--- config.mk ---
export PLATFORM = sky130hd
export DESIGN_NAME = multicycle_ctrl
export DESIGN_NICKNAME = d
export VERILOG_FILES = /design/src/rtl/multicycle_ctrl.sv
export SDC_FILE = /design/constraint.sdc
export NUM_CORES = 1
export LEC_CHECK = 0
export CORE_ASPECT_RATIO = 2
export CORE_UTILIZATION = 44
export DETAILED_ROUTE_END_ITERATION = 10
export PLACE_DENSITY = 0.92
export SYNTH_ARGS = -nofsm -noshare
export SYNTH_HDL_FRONTEND = slang
export SYNTH_SLANG_ARGS = --single-unit
--- constraint.sdc ---
create_clock -name clk_i -period 2.9 [get_ports clk_i]
set_clock_uncertainty 0.1 [all_clocks]
set_input_delay 0.435 -clock clk_i [delete_from_list [all_inputs] [get_ports clk_i]]
set_output_delay 0.435 -clock clk_i [all_outputs]
set_load 0.02 [all_outputs]
--- src/rtl/multicycle_ctrl.sv ---
// multicycle_ctrl: multi-cycle control FSM for an RV32I datapath.
// Walks FETCH -> DECODE -> EXEC -> (MEM) -> (WB) for one instruction at a time,
// decoding opcode bits [6:2] of the IR and driving datapath strobes and muxes.
//
// Ports:
//   clk_i, rst_n_i      clock (rising edge), asynchronous active-low reset
//   instr_data_i        IR contents, stable from DECODE until the next fetch completes
//   imem_ready_i        instruction memory ready / data valid
//   dmem_ready_i        data memory access complete
//   branch_taken_i      ALU branch comparison result, valid in EXEC
//   imem_req_o          instruction fetch request
//   dmem_req_o          data memory request
//   dmem_we_o           data memory write enable (stores)
//   ir_write_o          latch instruction into IR
//   pc_write_o          update PC
//   pc_src_o            0=PC+4, 1=PC+imm, 2=ALU result with bit0 cleared
//   alu_src_b_o         0=rs2, 1=immediate
//   reg_write_o         register file write enable
//   wb_sel_o            0=ALU, 1=memory data, 2=PC+4
//   state_o             current state encoding
//   trap_o              controller halted in TRAP
//   trap_cause_o        1=illegal opcode, 0=memory timeout
//   retired_o           retired-instruction count (wraps)
module multicycle_ctrl #(
    parameter int unsigned MEM_TIMEOUT = 15,
    parameter int unsigned CNT_W       = 32
) (
    input  logic             clk_i,
    input  logic             rst_n_i,
    input  logic [31:0]      instr_data_i,
    input  logic             imem_ready_i,
    input  logic             dmem_ready_i,
    input  logic             branch_taken_i,
    output logic             imem_req_o,
    output logic             dmem_req_o,
    output logic             dmem_we_o,
    output logic             ir_write_o,
    output logic             pc_write_o,
    output logic [1:0]       pc_src_o,
    output logic             alu_src_b_o,
    output logic             reg_write_o,
    output logic [1:0]       wb_sel_o,
    output logic [2:0]       state_o,
    output logic             trap_o,
    output logic             trap_cause_o,
    output logic [CNT_W-1:0] retired_o
);

    localparam int unsigned WAIT_W = (MEM_TIMEOUT > 0) ? $clog2(MEM_TIMEOUT + 1) : 1;

    typedef enum logic [2:0] {
        StIdle   = 3'd0,
        StFetch  = 3'd1,
        StDecode = 3'd2,
        StExec   = 3'd3,
        StMem    = 3'd4,
        StWb     = 3'd5,
        StTrap   = 3'd6
    } state_t;

    state_t            state;
    logic [WAIT_W-1:0] wait_cnt;
    logic [CNT_W-1:0]  retired_cnt;
    logic              cause_reg;

    // Opcode decode; legality also requires the 32-bit encoding marker 2'b11.
    logic [4:0] opc;
    logic       is_op, is_op_imm, is_load, is_store, is_branch, is_jal, is_jalr, is_legal;

    assign opc       = instr_data_i[6:2];
    assign is_op     = (opc == 5'b01100);
    assign is_op_imm = (opc == 5'b00100);
    assign is_load   = (opc == 5'b00000);
    assign is_store  = (opc == 5'b01000);
    assign is_branch = (opc == 5'b11000);
    assign is_jal    = (opc == 5'b11011);
    assign is_jalr   = (opc == 5'b11001);
    assign is_legal  = (instr_data_i[1:0] == 2'b11) &&
                       (is_op || is_op_imm || is_load || is_store ||
                        is_branch || is_jal || is_jalr);

    // Ready arriving on the limit cycle wins: timeout only fires when ready is low.
    logic mem_wait, timeout_hit;

    assign mem_wait    = ((state == StFetch) && !imem_ready_i) ||
                         ((state == StMem)   && !dmem_ready_i);
    assign timeout_hit = (MEM_TIMEOUT != 0) && mem_wait &&
                         (wait_cnt == WAIT_W'(MEM_TIMEOUT));

    always_ff @(posedge clk_i or negedge rst_n_i) begin
        if (!rst_n_i) begin
            state       <= StIdle;
            wait_cnt    <= '0;
            retired_cnt <= '0;
            cause_reg   <= 1'b0;
        end else begin
            unique case (state)
                StIdle: begin
                    state    <= StFetch;
                    wait_cnt <= '0;
                end
                StFetch: begin
                    if (imem_ready_i) begin
                        state <= StDecode;
                    end else if (timeout_hit) begin
                        state     <= StTrap;
                        cause_reg <= 1'b0;
                    end else if (MEM_TIMEOUT != 0) begin
                        wait_cnt <= wait_cnt + WAIT_W'(1);
                    end
                end
                StDecode: begin
                    if (is_legal) begin
                        state <= StExec;
                    end else begin
                        state     <= StTrap;
                        cause_reg <= 1'b1;
                    end
                end
                StExec: begin
                    if (is_branch) begin
                        state       <= StFetch;
                        wait_cnt    <= '0;
                        retired_cnt <= retired_cnt + CNT_W'(1);
                    end else if (is_load || is_store) begin
                        state    <= StMem;
                        wait_cnt <= '0;
                    end else begin
                        state <= StWb;
                    end
                end
                StMem: begin
                    if (dmem_ready_i) begin
                        if (is_store) begin
                            state       <= StFetch;
                            wait_cnt    <= '0;
                            retired_cnt <= retired_cnt + CNT_W'(1);
                        end else begin
                            state <= StWb;
                        end
                    end else if (timeout_hit) begin
                        state     <= StTrap;
                        cause_reg <= 1'b0;
                    end else if (MEM_TIMEOUT != 0) begin
                        wait_cnt <= wait_cnt + WAIT_W'(1);
                    end
                end
                StWb: begin
                    state       <= StFetch;
                    wait_cnt    <= '0;
                    retired_cnt <= retired_cnt + CNT_W'(1);
                end
                StTrap: begin
                    state <= StTrap;
                end
                default: begin
                    state <= StIdle;
                end
            endcase
        end
    end

    always_comb begin
        imem_req_o  = 1'b0;
        dmem_req_o  = 1'b0;
        dmem_we_o   = 1'b0;
        ir_write_o  = 1'b0;
        pc_write_o  = 1'b0;
        pc_src_o    = 2'd0;
        alu_src_b_o = 1'b0;
        reg_write_o = 1'b0;
        wb_sel_o    = 2'd0;
        trap_o      = 1'b0;
        unique case (state)
            StFetch: begin
                imem_req_o = 1'b1;
                ir_write_o = imem_ready_i;
            end
            StExec: begin
                alu_src_b_o = !(is_op || is_branch);
                if (is_branch) begin
                    pc_write_o = 1'b1;
                    pc_src_o   = branch_taken_i ? 2'd1 : 2'd0;
                end
            end
            StMem: begin
                alu_src_b_o = 1'b1;
                dmem_req_o  = 1'b1;
                dmem_we_o   = is_store;
                pc_write_o  = dmem_ready_i && is_store;
            end
            StWb: begin
                alu_src_b_o = !(is_op || is_branch);
                reg_write_o = 1'b1;
                pc_write_o  = 1'b1;
                wb_sel_o    = is_load ? 2'd1 : ((is_jal || is_jalr) ? 2'd2 : 2'd0);
                pc_src_o    = is_jal ? 2'd1 : (is_jalr ? 2'd2 : 2'd0);
            end
            StTrap: begin
                trap_o = 1'b1;
            end
            default: begin
            end
        endcase
    end

    assign state_o      = state;
    assign trap_cause_o = cause_reg;
    assign retired_o    = retired_cnt;

endmodule
After elaboration in Yosys (flattened, before gate mapping). Cells that the tools add are included.

Register bits after elaboration: 40. Output and inout port bits: 48.

Add/sub/neg operators: 2. Equal/unequal tests: 22. Multiplexer cells: 41. Reductions and logical operators: 28.

Operators by type and width (number): 2-to-1 mux 32 bit (3); one-hot mux 32 bit (3 select lines) (1); adder 32 x 1 -> 32 bit (second input constant) (1); 2-to-1 mux 4 bit (6); 2-to-1 mux 3 bit (6); one-hot mux 3 bit (6 select lines) (1); one-hot mux 4 bit (4 select lines) (1); == test 5 bit (second input constant) (3); 2-to-1 mux 1 bit (14); inequality test 2 bit (second input constant) (6); AND reduction 4 bit (3); == test 5 x 4 -> 1 bit (second input constant) (2); logical OR 1 bit (10); 2-to-1 mux 2 bit (5); == test 3 bit (second input constant) (3); == test 3 x 2 -> 1 bit (second input constant) (2); inequality test 3 bit (second input constant) (2); one-hot mux 1 bit (3 select lines) (2); nonzero test 3 bit (2); == test 5 x 3 -> 1 bit (second input constant) (1); logical AND 1 bit (5); logical NOT 5 bit (1); adder 4 x 1 -> 4 bit (second input constant) (1); == test 4 bit (second input constant) (1); other kinds (8) (11).

Logic depth before layout (Yosys ltp).
Word-level depth: 10. Gate-level depth with buffers: 9.

Worst setup path before layout. OpenSTA, ideal clock, no wires.

Kind: flip-flop to output port. Start: register state[2], in the netlist state_o[2]. End: output pc_src_o[0]. Arrival time: 1.752 ns. Setup slack: 0.613 ns. Cell stages (with the launch flop): 7. Buffers on the path: 1. Cell sequence: dfrtp_1 > buf_6 > nor2b_1 > nand2_1 > nor3_1 > nand2_1 > nand2_1.

Longest elaborated chain between the ends: 2. Elaborated cells between the ends (all ways): 3.

RTL lines: start, declared (RTL line 61) `state_t state;`; start signal, assigned (RTL line 92) `state <= StIdle;`; start signal, assigned (RTL line 99) `state <= StFetch;`; start signal, assigned (RTL line 104) `state <= StDecode;`; == test 3 bit or == test 3 x 2 -> 1 bit (tied branches) (RTL line 174) `unique case (state)`; one-hot mux 2 bit (2 select lines) * (RTL line 174); end, declared (RTL line 39) `output logic [1:0] pc_src_o,`.

Mark *: on every way between the ends. The rest lies on a longest branch, timed or not.

Worst setup path after layout.
Start: input instr_data_i[2]. End: output wb_sel_o[0].

Longest elaborated chain between the ends: 3.

RTL lines: start, declared (RTL line 30) `input logic [31:0] instr_data_i,`; logical NOT 5 bit (RTL line 73) `assign is_load = (opc == 5'b00000);`; 2-to-1 mux 2 bit (RTL line 196) `wb_sel_o = is_load ? 2'd1 : ((is_jal || is_jalr) ? 2'd2 : 2'd0);`; 2-to-1 mux 2 bit (RTL line 174); end, declared (RTL line 42) `output logic [1:0] wb_sel_o,`.

No other way between the ends.

==> out/metrics.yaml <==
run_status:
  status: "completed"
cts:
  ctsLongestPathBuffers: 2
  clk-insertion-delay-late_ns: 0.29
  htree_levels: 2
  worst_setup_hold_path_clk_slew_ns: 0.07
  cts_tree: "done"
  cts_buffers: 5
  ctsRootBufferMaster: "sky130_fd_sc_hd__clkbuf_8"
  cts.sink_count: 40
pwr:
  power.switching_fraction_pct: 36.5
  power.internal_w: 0.00127
  power-per-cell-area_nw_per_um2: 664
  clock_power_share_pct: 22.1
  total_switching_power_w: 0.000727
  pwr-share-comb_pct: 40.0
  share_seq_of_total_power_pct: 38.0
  ir_drop_uv: 382
  power.leakage_nw: 1.27
global_route:
  grt_antenna_before_repair: 0
  grt_max_degree: 41
  globalRouteTotalUtil_pct: 22.2
  vias_in_the_first_global_route: 1905
  globalRoute.totalOverflow: 0
  grt_pass1_wl_mm: 8.65
cells_and_area:
  final-seq-area_um2: 1000
  area_of_the_multi_input_gates_um2: 1130
  layout.nets: 326
  flow.area_growth_from_synthesis_pct: 37.1
  layout.core_utilization_pct: 62.3
  mostFrequentLayoutCell: "sky130_fd_sc_hd__clkdlybuf4s50_1"
  final.fill_count: 394
  antennaDiodeCount: 0
  most-common-layout-cells: "sky130_fd_sc_hd__clkdlybuf4s50_1 (57), sky130_fd_sc_hd__dfrtp_1 (39), sky130_fd_sc_hd__xnor2_1 (29)"
  final_layout_size_suffix_gt1_share_pct: 10.4
yosys:
  yosysUniqueCellTypes: 43
  post_synth_inst_count: 217
  synth_sequential_area_ratio_pct: 45.7
  synth.net_count: 256
  synth.ff_latch_count: 40
  synthesis.area_um2: 2190
  synth.avg_cell_area_um2: 10.1
  synth-warning-count: 0
placed_design:
  gp_congestion: 0.823
  hpwl_mm: 3.79
  port-buffer-count: 59
die:
  core.rowCount: 36
  fp.coreArea_um2: 4820
  dieHeight_um: 102
  chipWidth_um: 51.9
  initial_utilization_pct: 45.4
  die_area_um2: 5280
  io_pins: 85
critical_path:
  endpoint_kind: "primary output"
  worst_path_largest_cell_delay_ns: 0.62
  critical_path_arrival_ns: 2.25
  critical_path_required_ns: 2.37
  worst-setup-path-type: "in -> out"
  worst_path_max_delay_cell: "sky130_fd_sc_hd__clkdlybuf4s50_1"
  crit_chain: "clkdlybuf4s50_1 -> or4_1 -> nor3_1 -> clkdlybuf4s50_1"
  crit_path_start_kind: "input port"
  critical_path.most_common_cell: "sky130_fd_sc_hd__clkdlybuf4s50_1"
  crit_fanout: 3
sta:
  drv_slew: 0
  slew_headroom_pct: 43.0
  final_period_minus_worst_setup_slack_ns: 2.78
  finalCritPeriodShare_pct: 96.0
  grt_setup_unrepaired: "no"
  setup-violations-final: 0
  worst_slew_pin_slew_ns: 0.855
  fmaxAchievable_mhz: 359
  finalSetupTns_ns: 0
  timing_hold_violations_final: 0
drt:
  dr.first_iter.drc_count: 28
  drtPass1Iterations: 4
  routed-via-count: 1942
  routed_wirelength_mm: 5.34
  viasPerCell: 5.63
  ant_nets: 0
  detail_route.drc_violations: 0
  drt-wirelength-per-cell_um: 15.5
job:
  maxCapViolCount: 0
hold_path:
  holdCritPathClass: "in -> async"
critical path: cells and delay by family:
family / cells / cell delay, ns
buf+inv: 2 / 1.12
simple gates: 2 / 0.69
cells by family after synthesis:
group,count (synthesis),share of synthesized area (%)
muxes,5,2.46
and+or+nand+nor,105,28.1
xor gates and xnor gates,32,12.8
AOI/OAI and AO/OA,21,7.20
DFF,40,45.7
adders and majority gates,2,1.14
buffers and inverters,12,2.63
power by group through the flow:
stage | Clock [W] | Sequential, W | Combinational, W
6_report | 0.000439 | 0.000756 | 0.000796
5_1_grt | 0.000477 | 0.000771 | 0.000869
4_1_cts | 0.000449 | 0.000752 | 0.000799
3_5_place_dp | 0 | 0.000762 | 0.000796
3_3_place_gp | 0 | 0.000761 | 0.000773
2_1_floorplan | 0 | 0.000774 | 0.000457
cells in the mapped netlist (all sizes together):
master,instances,area [µm²]
dfrtp,40,1000
xnor2,29,254
nand2,18,70.1
nand3,16,80.1
nand4,15,93.8
and3,12,75.1
nor2,9,33.8
nor3,9,45.0
a21oi,7,46.3
and2,6,37.5
and4,5,43.8
buf,5,31.3
inv,4,15.0
nor2b,4,25.0
clkbuf,3,11.3
mux2,3,33.8
nand2b,3,26.3
xor2,3,26.3
a2bb2oi,2,17.5
a31o,2,17.5
a31oi,2,12.5
ha,2,25.0
mux2i,2,20.0
o21ai,2,10.0
or4b,2,23.8
a2111oi,1,8.76
a221oi,1,15.0
a41oi,1,8.76
and3b,1,8.76
nor4,1,6.26
nor4b,1,23.8
o21a,1,7.51
o22ai,1,6.26
o31ai,1,7.51
or2b,1,7.51
or3,1,6.26
or4,1,7.51
path summary, 6_finish.rpt:
path,start,end,slack [ns],cells past startpoint
min in group clk_i,retired_o[14],retired_o[14],0.40,1
setup reg to reg,state_o[0],wait_cnt[0],0.68,5
hold reg to reg,retired_o[14],retired_o[14],0.40,1
hold / removal,rst_n_i,retired_o[12],0.16,1
max in group asynchronous,rst_n_i,state_o[2],1.96,1
setup / recovery,instr_data_i[2],wb_sel_o[0],0.12,4
layer usage:
metal  part of all wire, %  vias to the layer above  track usage, %
li1                      -                      916               -
met1                    36                      945            22.7
met2                    57                       69            41.5
met3                   3.6                       12            3.60
met4                   2.8                        0            10.4
met5                     0                        -               0
flip-flops by register name (all words and copies together) (netlist names):
signal,count
state_o,3
trap_cause_o,1
retired_o,32
wait_cnt,4
area by class of cell:
type | instances | share of cell area (%)
clock buffers | 6 | 2.42
clock inverters | 2 | 1.17
repair buffers | 71 | 22.5
flip-flops and latches | 40 | 33.4
multi-input cells | 165 | 37.7
inverters | 4 | 0.500
well taps | 57 | 2.38
through the flow:
step	total power [W]	hold slack (ns)	worst slack, ns	cell area, µm²	instances
2_1_floorplan	0.00123	0.0394	0.613	2190	217
3_3_place_gp	0.00153	0.368	0.0712	2890	336
3_5_place_dp	0.00156	0.385	0.0157	2890	336
4_1_cts	0.00200	0.182	0.0326	2990	344
5_1_grt	0.00212	0.220	0.0271	3000	345
6_report	0.00199	0.155	0.116	3000	345
timing repair:
action | CTS | global route
cloned | 0 | 0
buffers inserted | 0 | 1
setup endpoints to repair | 1 | 2
hold buffers | 0 | 0
pin swaps | 1 | 1
gates resized for setup | 1 | 1
Note: power is estimated with default switching activity, not from simulation.
